==> src/rtl/ti_sbox_seq_pkg.sv <==
// -----------------------------------------------------------------------------
// ti_sbox_pkg
// Shared definitions for the byte-serial TI S-box sequencer:
//   - state_t      : sequencer phase (LOAD / RUN / UNLOAD)
//   - DEF_*        : default share count, randomness bytes and core latency
//   - ctr_width()  : width of a counter that must index n distinct values
// -----------------------------------------------------------------------------
package ti_sbox_pkg;

   typedef enum logic [1:0] {
      S_LOAD   = 2'd0,
      S_RUN    = 2'd1,
      S_UNLOAD = 2'd2
   } state_t;

   localparam int DEF_NSHARES   = 3;
   localparam int DEF_RND_BYTES = 4;
   localparam int DEF_LATENCY   = 4;

   // clog2(n), but never narrower than one bit so that degenerate
   // parameterisations still elaborate.
   function automatic int ctr_width(input int n);
      return (n <= 2) ? 1 : $clog2(n);
   endfunction

endpackage

==> src/rtl/ti_sbox_seq_buf.sv <==
// -----------------------------------------------------------------------------
// ti_sbox_seq_buf
// Byte-addressed register bank holding the input shares, the fresh
// randomness and the captured output shares of one S-box evaluation.
//
// Ports:
//   clk, rst_n  : clock, asynchronous active-low reset
//   clr         : synchronous clear of every byte in the bank
//   wr_en       : write wr_data into slot wr_idx
//                 (slots 0..NSHARES-1 = input shares,
//                  slots NSHARES..NSHARES+RND_BYTES-1 = random bytes)
//   wr_idx      : write slot
//   wr_data     : write byte
//   ld_en       : bulk load of the output buffer from ld_data
//   ld_data     : output shares from the core, share i at [8i+7:8i]
//   rd_idx      : output-buffer share to read
//   rd_data     : output-buffer byte rd_idx (0 when rd_idx is out of range)
//   x_flat      : input shares, share i at [8i+7:8i]
//   r_flat      : random bytes, byte j at [8j+7:8j]
//
// Every byte lives in its own register with its own enable, so no logic
// in this bank ever mixes the contents of two shares.
// -----------------------------------------------------------------------------
module ti_sbox_seq_buf
   import ti_sbox_pkg::*;
#(
   parameter int NSHARES   = DEF_NSHARES,
   parameter int RND_BYTES = DEF_RND_BYTES,
   parameter int IDX_W     = ctr_width(NSHARES + RND_BYTES)
) (
   input  logic                   clk,
   input  logic                   rst_n,
   input  logic                   clr,
   input  logic                   wr_en,
   input  logic [IDX_W-1:0]       wr_idx,
   input  logic [7:0]             wr_data,
   input  logic                   ld_en,
   input  logic [NSHARES*8-1:0]   ld_data,
   input  logic [IDX_W-1:0]       rd_idx,
   output logic [7:0]             rd_data,
   output logic [NSHARES*8-1:0]   x_flat,
   output logic [RND_BYTES*8-1:0] r_flat
);

   logic [NSHARES*8-1:0] y_flat;

   genvar gi;

   // Input shares: slots 0..NSHARES-1.
   generate
      for (gi = 0; gi < NSHARES; gi++) begin : g_x
         logic [7:0] x_reg;
         always_ff @(posedge clk or negedge rst_n) begin
            if (!rst_n) begin
               x_reg <= '0;
            end else if (clr) begin
               x_reg <= '0;
            end else if (wr_en && (wr_idx == IDX_W'(gi))) begin
               x_reg <= wr_data;
            end
         end
         assign x_flat[gi*8 +: 8] = x_reg;
      end
   endgenerate

   // Random bytes: slots NSHARES..NSHARES+RND_BYTES-1.
   generate
      for (gi = 0; gi < RND_BYTES; gi++) begin : g_r
         logic [7:0] r_reg;
         always_ff @(posedge clk or negedge rst_n) begin
            if (!rst_n) begin
               r_reg <= '0;
            end else if (clr) begin
               r_reg <= '0;
            end else if (wr_en && (wr_idx == IDX_W'(NSHARES + gi))) begin
               r_reg <= wr_data;
            end
         end
         assign r_flat[gi*8 +: 8] = r_reg;
      end
   endgenerate

   // Output shares: loaded all at once from the core.
   generate
      for (gi = 0; gi < NSHARES; gi++) begin : g_y
         logic [7:0] y_reg;
         always_ff @(posedge clk or negedge rst_n) begin
            if (!rst_n) begin
               y_reg <= '0;
            end else if (clr) begin
               y_reg <= '0;
            end else if (ld_en) begin
               y_reg <= ld_data[gi*8 +: 8];
            end
         end
         assign y_flat[gi*8 +: 8] = y_reg;
      end
   endgenerate

   // Read port over the output buffer only; the consumer registers it.
   always_comb begin
      rd_data = '0;
      for (int i = 0; i < NSHARES; i++) begin
         if (rd_idx == IDX_W'(i)) begin
            rd_data = y_flat[i*8 +: 8];
         end
      end
   end

endmodule

==> src/rtl/ti_sbox_seq.sv <==
// -----------------------------------------------------------------------------
// ti_sbox_seq
// Byte-serial sequencer for a threshold-implementation AES S-box core.
// Collects NSHARES input shares and RND_BYTES random bytes one byte per
// handshake, runs the fixed-latency masked core for LATENCY enabled cycles,
// captures the output shares and returns them one byte per handshake.
// Shares are only ever moved, never combined.
//
// Ports:
//   clk, rst_n   : clock, asynchronous active-low reset
//   ena          : tile enable; low freezes all state and hides ready/valid
//   flush        : synchronous abort back to LOAD, clearing all buffers
//   din          : input byte (shares first, then random bytes)
//   din_valid    : din valid
//   din_ready    : din accepted this cycle (LOAD phase)
//   dout         : output share byte (share 0 first), registered
//   dout_valid   : dout valid (UNLOAD phase)
//   dout_ready   : consumer accepts dout
//   sbox_x       : input shares to the core, share i at [8i+7:8i]
//   sbox_r       : randomness to the core, byte j at [8j+7:8j]
//   sbox_en      : core pipeline advance enable
//   sbox_y       : output shares from the core
//   busy         : high in RUN and UNLOAD
//   done         : one-cycle pulse after the last output byte is accepted
// -----------------------------------------------------------------------------
module ti_sbox_seq
   import ti_sbox_pkg::*;
#(
   parameter int NSHARES   = DEF_NSHARES,
   parameter int RND_BYTES = DEF_RND_BYTES,
   parameter int LATENCY   = DEF_LATENCY
) (
   input  logic                   clk,
   input  logic                   rst_n,
   input  logic                   ena,
   input  logic                   flush,
   input  logic [7:0]             din,
   input  logic                   din_valid,
   output logic                   din_ready,
   output logic [7:0]             dout,
   output logic                   dout_valid,
   input  logic                   dout_ready,
   output logic [NSHARES*8-1:0]   sbox_x,
   output logic [RND_BYTES*8-1:0] sbox_r,
   output logic                   sbox_en,
   input  logic [NSHARES*8-1:0]   sbox_y,
   output logic                   busy,
   output logic                   done
);

   localparam int NSLOTS = NSHARES + RND_BYTES;
   localparam int IDX_W  = ctr_width(NSLOTS);
   localparam int CNT_W  = ctr_width(LATENCY + 1);

   localparam logic [IDX_W-1:0] LAST_SLOT  = IDX_W'(NSLOTS - 1);
   localparam logic [IDX_W-1:0] LAST_SHARE = IDX_W'(NSHARES - 1);
   localparam logic [CNT_W-1:0] CNT_CAP    = CNT_W'(LATENCY);

   state_t           state_reg;
   logic [IDX_W-1:0] idx_reg;
   logic [CNT_W-1:0] cnt_reg;
   logic [7:0]       dout_reg;
   logic             done_reg;

   logic             in_hs;
   logic             out_hs;
   logic             out_last;
   logic             capture;
   logic             buf_clr;
   logic [IDX_W-1:0] rd_idx;
   logic [7:0]       rd_data;

   // ------------------------------------------------------------------
   // Handshake / control decode. Flush wins over everything except reset,
   // so a handshake in the flush cycle never reaches the state or buffers.
   // ------------------------------------------------------------------
   assign din_ready  = ena && (state_reg == S_LOAD);
   assign dout_valid = ena && (state_reg == S_UNLOAD);

   assign in_hs    = !flush && din_valid && din_ready;
   assign out_hs   = !flush && dout_valid && dout_ready;
   assign out_last = out_hs && (idx_reg == LAST_SHARE);

   // The core is not advanced in a flush cycle: its contents are being
   // discarded anyway, and holding it keeps it quiet while the buffers clear.
   assign sbox_en = !flush && ena && (state_reg == S_RUN) && (cnt_reg < CNT_CAP);
   assign capture = !flush && ena && (state_reg == S_RUN) && (cnt_reg == CNT_CAP);

   assign buf_clr = flush || out_last;

   // dout is registered one share ahead: while share idx is on dout, the
   // bank's read port already presents share idx+1.
   assign rd_idx = idx_reg + 1'b1;

   assign busy = (state_reg != S_LOAD);
   assign done = done_reg;
   assign dout = dout_reg;

   ti_sbox_seq_buf #(
      .NSHARES   (NSHARES),
      .RND_BYTES (RND_BYTES),
      .IDX_W     (IDX_W)
   ) u_buf (
      .clk     (clk),
      .rst_n   (rst_n),
      .clr     (buf_clr),
      .wr_en   (in_hs),
      .wr_idx  (idx_reg),
      .wr_data (din),
      .ld_en   (capture),
      .ld_data (sbox_y),
      .rd_idx  (rd_idx),
      .rd_data (rd_data),
      .x_flat  (sbox_x),
      .r_flat  (sbox_r)
   );

   // ------------------------------------------------------------------
   // Sequencer FSM and counters.
   // idx never passes LAST_SLOT in LOAD or LAST_SHARE in UNLOAD, and cnt
   // never passes LATENCY, because each reaching its limit changes state.
   // ------------------------------------------------------------------
   always_ff @(posedge clk or negedge rst_n) begin
      if (!rst_n) begin
         state_reg <= S_LOAD;
         idx_reg   <= '0;
         cnt_reg   <= '0;
         dout_reg  <= '0;
         done_reg  <= 1'b0;
      end else if (flush) begin
         state_reg <= S_LOAD;
         idx_reg   <= '0;
         cnt_reg   <= '0;
         dout_reg  <= '0;
         done_reg  <= 1'b0;
      end else begin
         done_reg <= 1'b0;
         if (ena) begin
            case (state_reg)
               S_LOAD: begin
                  if (in_hs) begin
                     if (idx_reg == LAST_SLOT) begin
                        state_reg <= S_RUN;
                        idx_reg   <= '0;
                        cnt_reg   <= '0;
                     end else begin
                        idx_reg <= idx_reg + 1'b1;
                     end
                  end
               end

               S_RUN: begin
                  if (cnt_reg < CNT_CAP) begin
                     cnt_reg <= cnt_reg + 1'b1;
                  end else begin
                     // Capture cycle: the bank loads all of sbox_y on this
                     // edge; dout takes share 0 of the same value so it is
                     // valid in the first UNLOAD cycle.
                     state_reg <= S_UNLOAD;
                     idx_reg   <= '0;
                     cnt_reg   <= '0;
                     dout_reg  <= sbox_y[7:0];
                  end
               end

               S_UNLOAD: begin
                  if (out_hs) begin
                     if (idx_reg == LAST_SHARE) begin
                        state_reg <= S_LOAD;
                        idx_reg   <= '0;
                        dout_reg  <= '0;
                        done_reg  <= 1'b1;
                     end else begin
                        idx_reg  <= idx_reg + 1'b1;
                        dout_reg <= rd_data;
                     end
                  end
               end

               default: begin
                  state_reg <= S_LOAD;
                  idx_reg   <= '0;
                  cnt_reg   <= '0;
                  dout_reg  <= '0;
               end
            endcase
         end
      end
   end

endmodule

==> config.mk <==
export PLATFORM = sky130hd
export DESIGN_NAME = ti_sbox_seq
export DESIGN_NICKNAME = d
export VERILOG_FILES = /design/src/rtl/ti_sbox_seq_pkg.sv /design/src/rtl/ti_sbox_seq_buf.sv /design/src/rtl/ti_sbox_seq.sv
export SDC_FILE = /design/constraint.sdc
export NUM_CORES = 1
export LEC_CHECK = 0
export CORE_MARGIN = 2
export CORE_UTILIZATION = 47
export CTS_BUF_LIST = sky130_fd_sc_hd__clkbuf_2 sky130_fd_sc_hd__clkbuf_4 sky130_fd_sc_hd__clkbuf_8
export DETAILED_ROUTE_END_ITERATION = 8
export PLACE_DENSITY = 0.78
export SLEW_MARGIN = 10
export SYNTH_ARGS = -nofsm -noshare
export SYNTH_HDL_FRONTEND = slang
export SYNTH_SLANG_ARGS = --single-unit
==> constraint.sdc <==
create_clock -name clk -period 3.7 [get_ports clk]
set_input_delay 0.925 -clock clk [delete_from_list [all_inputs] [get_ports clk]]
set_output_delay 0.925 -clock clk [all_outputs]
set_load 0.02 [all_outputs]
==> flow_metrics.py <==
metrics = {
    "timing": {
        "whs_ps": 523.6,
        "drv_slew": 0,
        "clock_skew_ps": 14.49,
        "timing.final.crit_period_ps": 3277,
        "fmax_mhz": 305.2,
        "rsz0062_at_grt": "no",
        "fin_crit_sh_pct": 88.57,
        "maxSlewHeadroom_pct": 43.60,
        "worst-slew-pin-transition_ps": 846.0,
        "setup_tns_ps": 0,
        "finalSetupViolCount": 0,
        "hold_viol": 0,
    },
    "floorplanning": {
        "core-area_sq_um": 9284,
        "ios": 107,
        "die_width_um": 102.2,
        "die-area_sq_um": 10450,
        "rows": 35,
        "die_h_um": 102.2,
        "start_util_pct": 48.84,
    },
    "logic_synthesis": {
        "avgSynthCellArea_sq_um": 9.966,
        "synth_top_area_share_pct": 53.53,
        "synthCells": 455,
        "syn_area_sq_um": 4534,
        "synthTopCellsByArea": "dfrtp_1, mux2i_1, nand2_1",
        "ys_ff_latch": 97,
        "synth_fp_nets": 500,
        "yosys_warnings": 0,
        "yosys.area.top_type": "dfrtp_1",
        "ys_seq_area_share_pct": 53.53,
        "ys_types": 35,
    },
    "final_layout": {
        "seqCellArea_sq_um": 2427,
        "diodes": 0,
        "nets": 592,
        "syn2layout_area_growth_pct": 28.81,
        "drive_gt1_share_pct": 5.797,
        "stdcell_area_sq_um": 5841,
        "layout_common_cells": "clkdlybuf4s50_1, dfrtp_1, nand2_1",
        "multi_input_comb_area_sq_um": 1917,
        "final_common_cell": "clkdlybuf4s50_1",
        "largest_reg_flops": 32,
        "fill_cells": 795,
    },
    "cts": {
        "clk_pin_slew_ps": 90,
        "cts_num_sinks": 97,
        "cts_hold_buffers": 0,
        "cts_max_level": 3,
        "clk_path_buf_depth": 2,
        "cts_resized": 0,
        "postCtsSetupRepairBufs": 0,
        "clk_latency_ps": 360,
        "cts_buffers": 9,
        "cts_root_buf": "clkbuf_8",
        "cts_tree": "yes",
    },
    "placement": {
        "dp_hpwl_mm": 7.730,
        "placed_cell_area_sq_um": 5659,
        "finalWeightedCongestion": 0.8878,
        "portBuffers": 106,
    },
    "setup_path": {
        "required_ps": 2770,
        "cp-start-kind": "input pin",
        "cp_data_arrival_time_ps": 2350,
        "crit_type": "in -> out",
        "endpoint_kind": "output pin",
        "crit_fanout": 8,
    },
    "drt": {
        "vias_per_cell": 5.311,
        "routed_wl_mm": 11.11,
        "dr.pass1.iters": 4,
        "route.detailed.drc": 0,
        "ant_nets": 0,
        "drt-initial-drc-count": 153,
        "vias": 3617,
        "wl_per_cell_um": 16.32,
    },
    "grt": {
        "overflow": 0,
        "grt_use_total_pct": 22.10,
        "grt_pass1_vias": 3543,
        "grt_pass1_wl_mm": 17.86,
        "antenna_found_initial": 0,
        "grt_max_degree": 69,
    },
    "pwr": {
        "power_leakage_nw": 2.589,
        "irDropWorstVdd_v": 0.0002342,
        "power.density_nw_per_um2": 410.5,
    },
    "min_path": {
        "hp-class": "reg -> reg",
    },
    "run": {
        "drv_cap": 0,
    },
    "outcome": {
        "run_status": "completed",
    },
}
cells in the mapped netlist, drive strengths merged:
| master | number |
|---|---|
| a211oi | 1 |
| a21oi | 43 |
| a31oi | 8 |
| a41oi | 1 |
| and2 | 3 |
| and2b | 1 |
| and3 | 9 |
| and4 | 1 |
| and4b | 2 |
| buf | 25 |
| clkbuf | 8 |
| dfrtp | 97 |
| ha | 7 |
| inv | 6 |
| mux2i | 59 |
| nand2 | 72 |
| nand2b | 11 |
| nand3 | 22 |
| nand3b | 2 |
| nand4 | 1 |
| nand4b | 2 |
| nor2 | 55 |
| nor2b | 1 |
| nor3 | 1 |
| nor3b | 1 |
| nor4b | 1 |
| o21ai | 4 |
| o22ai | 8 |
| o311ai | 1 |
| or2 | 2 |
stage by stage:
step | total power [mW] | utilization (%) | setup slack, ps | std cells
floorplan | 1.560 | - | 1415 | 455
global placement | 1.757 | 60.96 | 450.5 | 665
detailed placement | 1.770 | 60.96 | 416.9 | 665
CTS | 2.409 | 62.91 | 413.1 | 681
global route | 2.508 | 62.91 | 336.3 | 681
finish | 2.398 | 62.91 | 422.9 | 681
routing by layer:
layer / GRT usage, % / routed length, um / up-vias
met5: 0 / 0 / -
met4: 11.18 / 373 / 0
met3: 3.010 / 366 / 27
met1: 30.00 / 4873 / 1768
met2: 35.02 / 5502 / 91
li1: - / - / 1731
power by group:
group          total, mW  internal (mW)  switching, mW
sequential          1.17           1.09         0.0748
clock              0.644          0.255          0.389
combinational      0.586          0.237          0.349
worst max-delay path, cell delays in order:
cell	delay [ps]
clkdlybuf4s50_1	600
nand2b_1	120
nor2_1	100
clkdlybuf4s50_1	610
layout make-up:
type,count,share of cell area [%]
clock buffers,9,2.121
clock inverters,7,0.9854
inverters,6,0.3856
multi-input cells,319,32.82
flip-flops and latches,97,41.56
well taps,129,2.764
repair buffers,114,19.37
path summary, 6_finish.rpt:
| path | endpoint | startpoint | depth (start not counted) | slack, ps |
|---|---|---|---|---|
| max | sbox_en | ena | 4 | 420 |
| min | u_buf.g_x[2].x_reg[1] | u_buf.g_x[2].x_reg[1] | 2 | 520 |
| max reg2reg | u_buf.g_x[1].x_reg[1] | state_reg[0] | 6 | 1230 |
| min reg2reg | u_buf.g_x[2].x_reg[1] | u_buf.g_x[2].x_reg[1] | 2 | 520 |
| max in group asynchronous | u_buf.g_x[0].x_reg[5] | rst_n | 2 | 2290 |
| min in group asynchronous | u_buf.g_y[2].y_reg[2] | rst_n | 1 | 650 |
cells by family after synthesis:
| logic type | after synthesis | synth area share [%] |
|---|---|---|
| adders and majority gates | 7 | 1.931 |
| AOI/OAI and AO/OA | 66 | 8.223 |
| and+or+nand+nor | 187 | 19.04 |
| buffers and inverters | 39 | 4.249 |
| DFF | 97 | 53.53 |
| muxes | 59 | 13.02 |
Power figures use the tool's default switching activity.
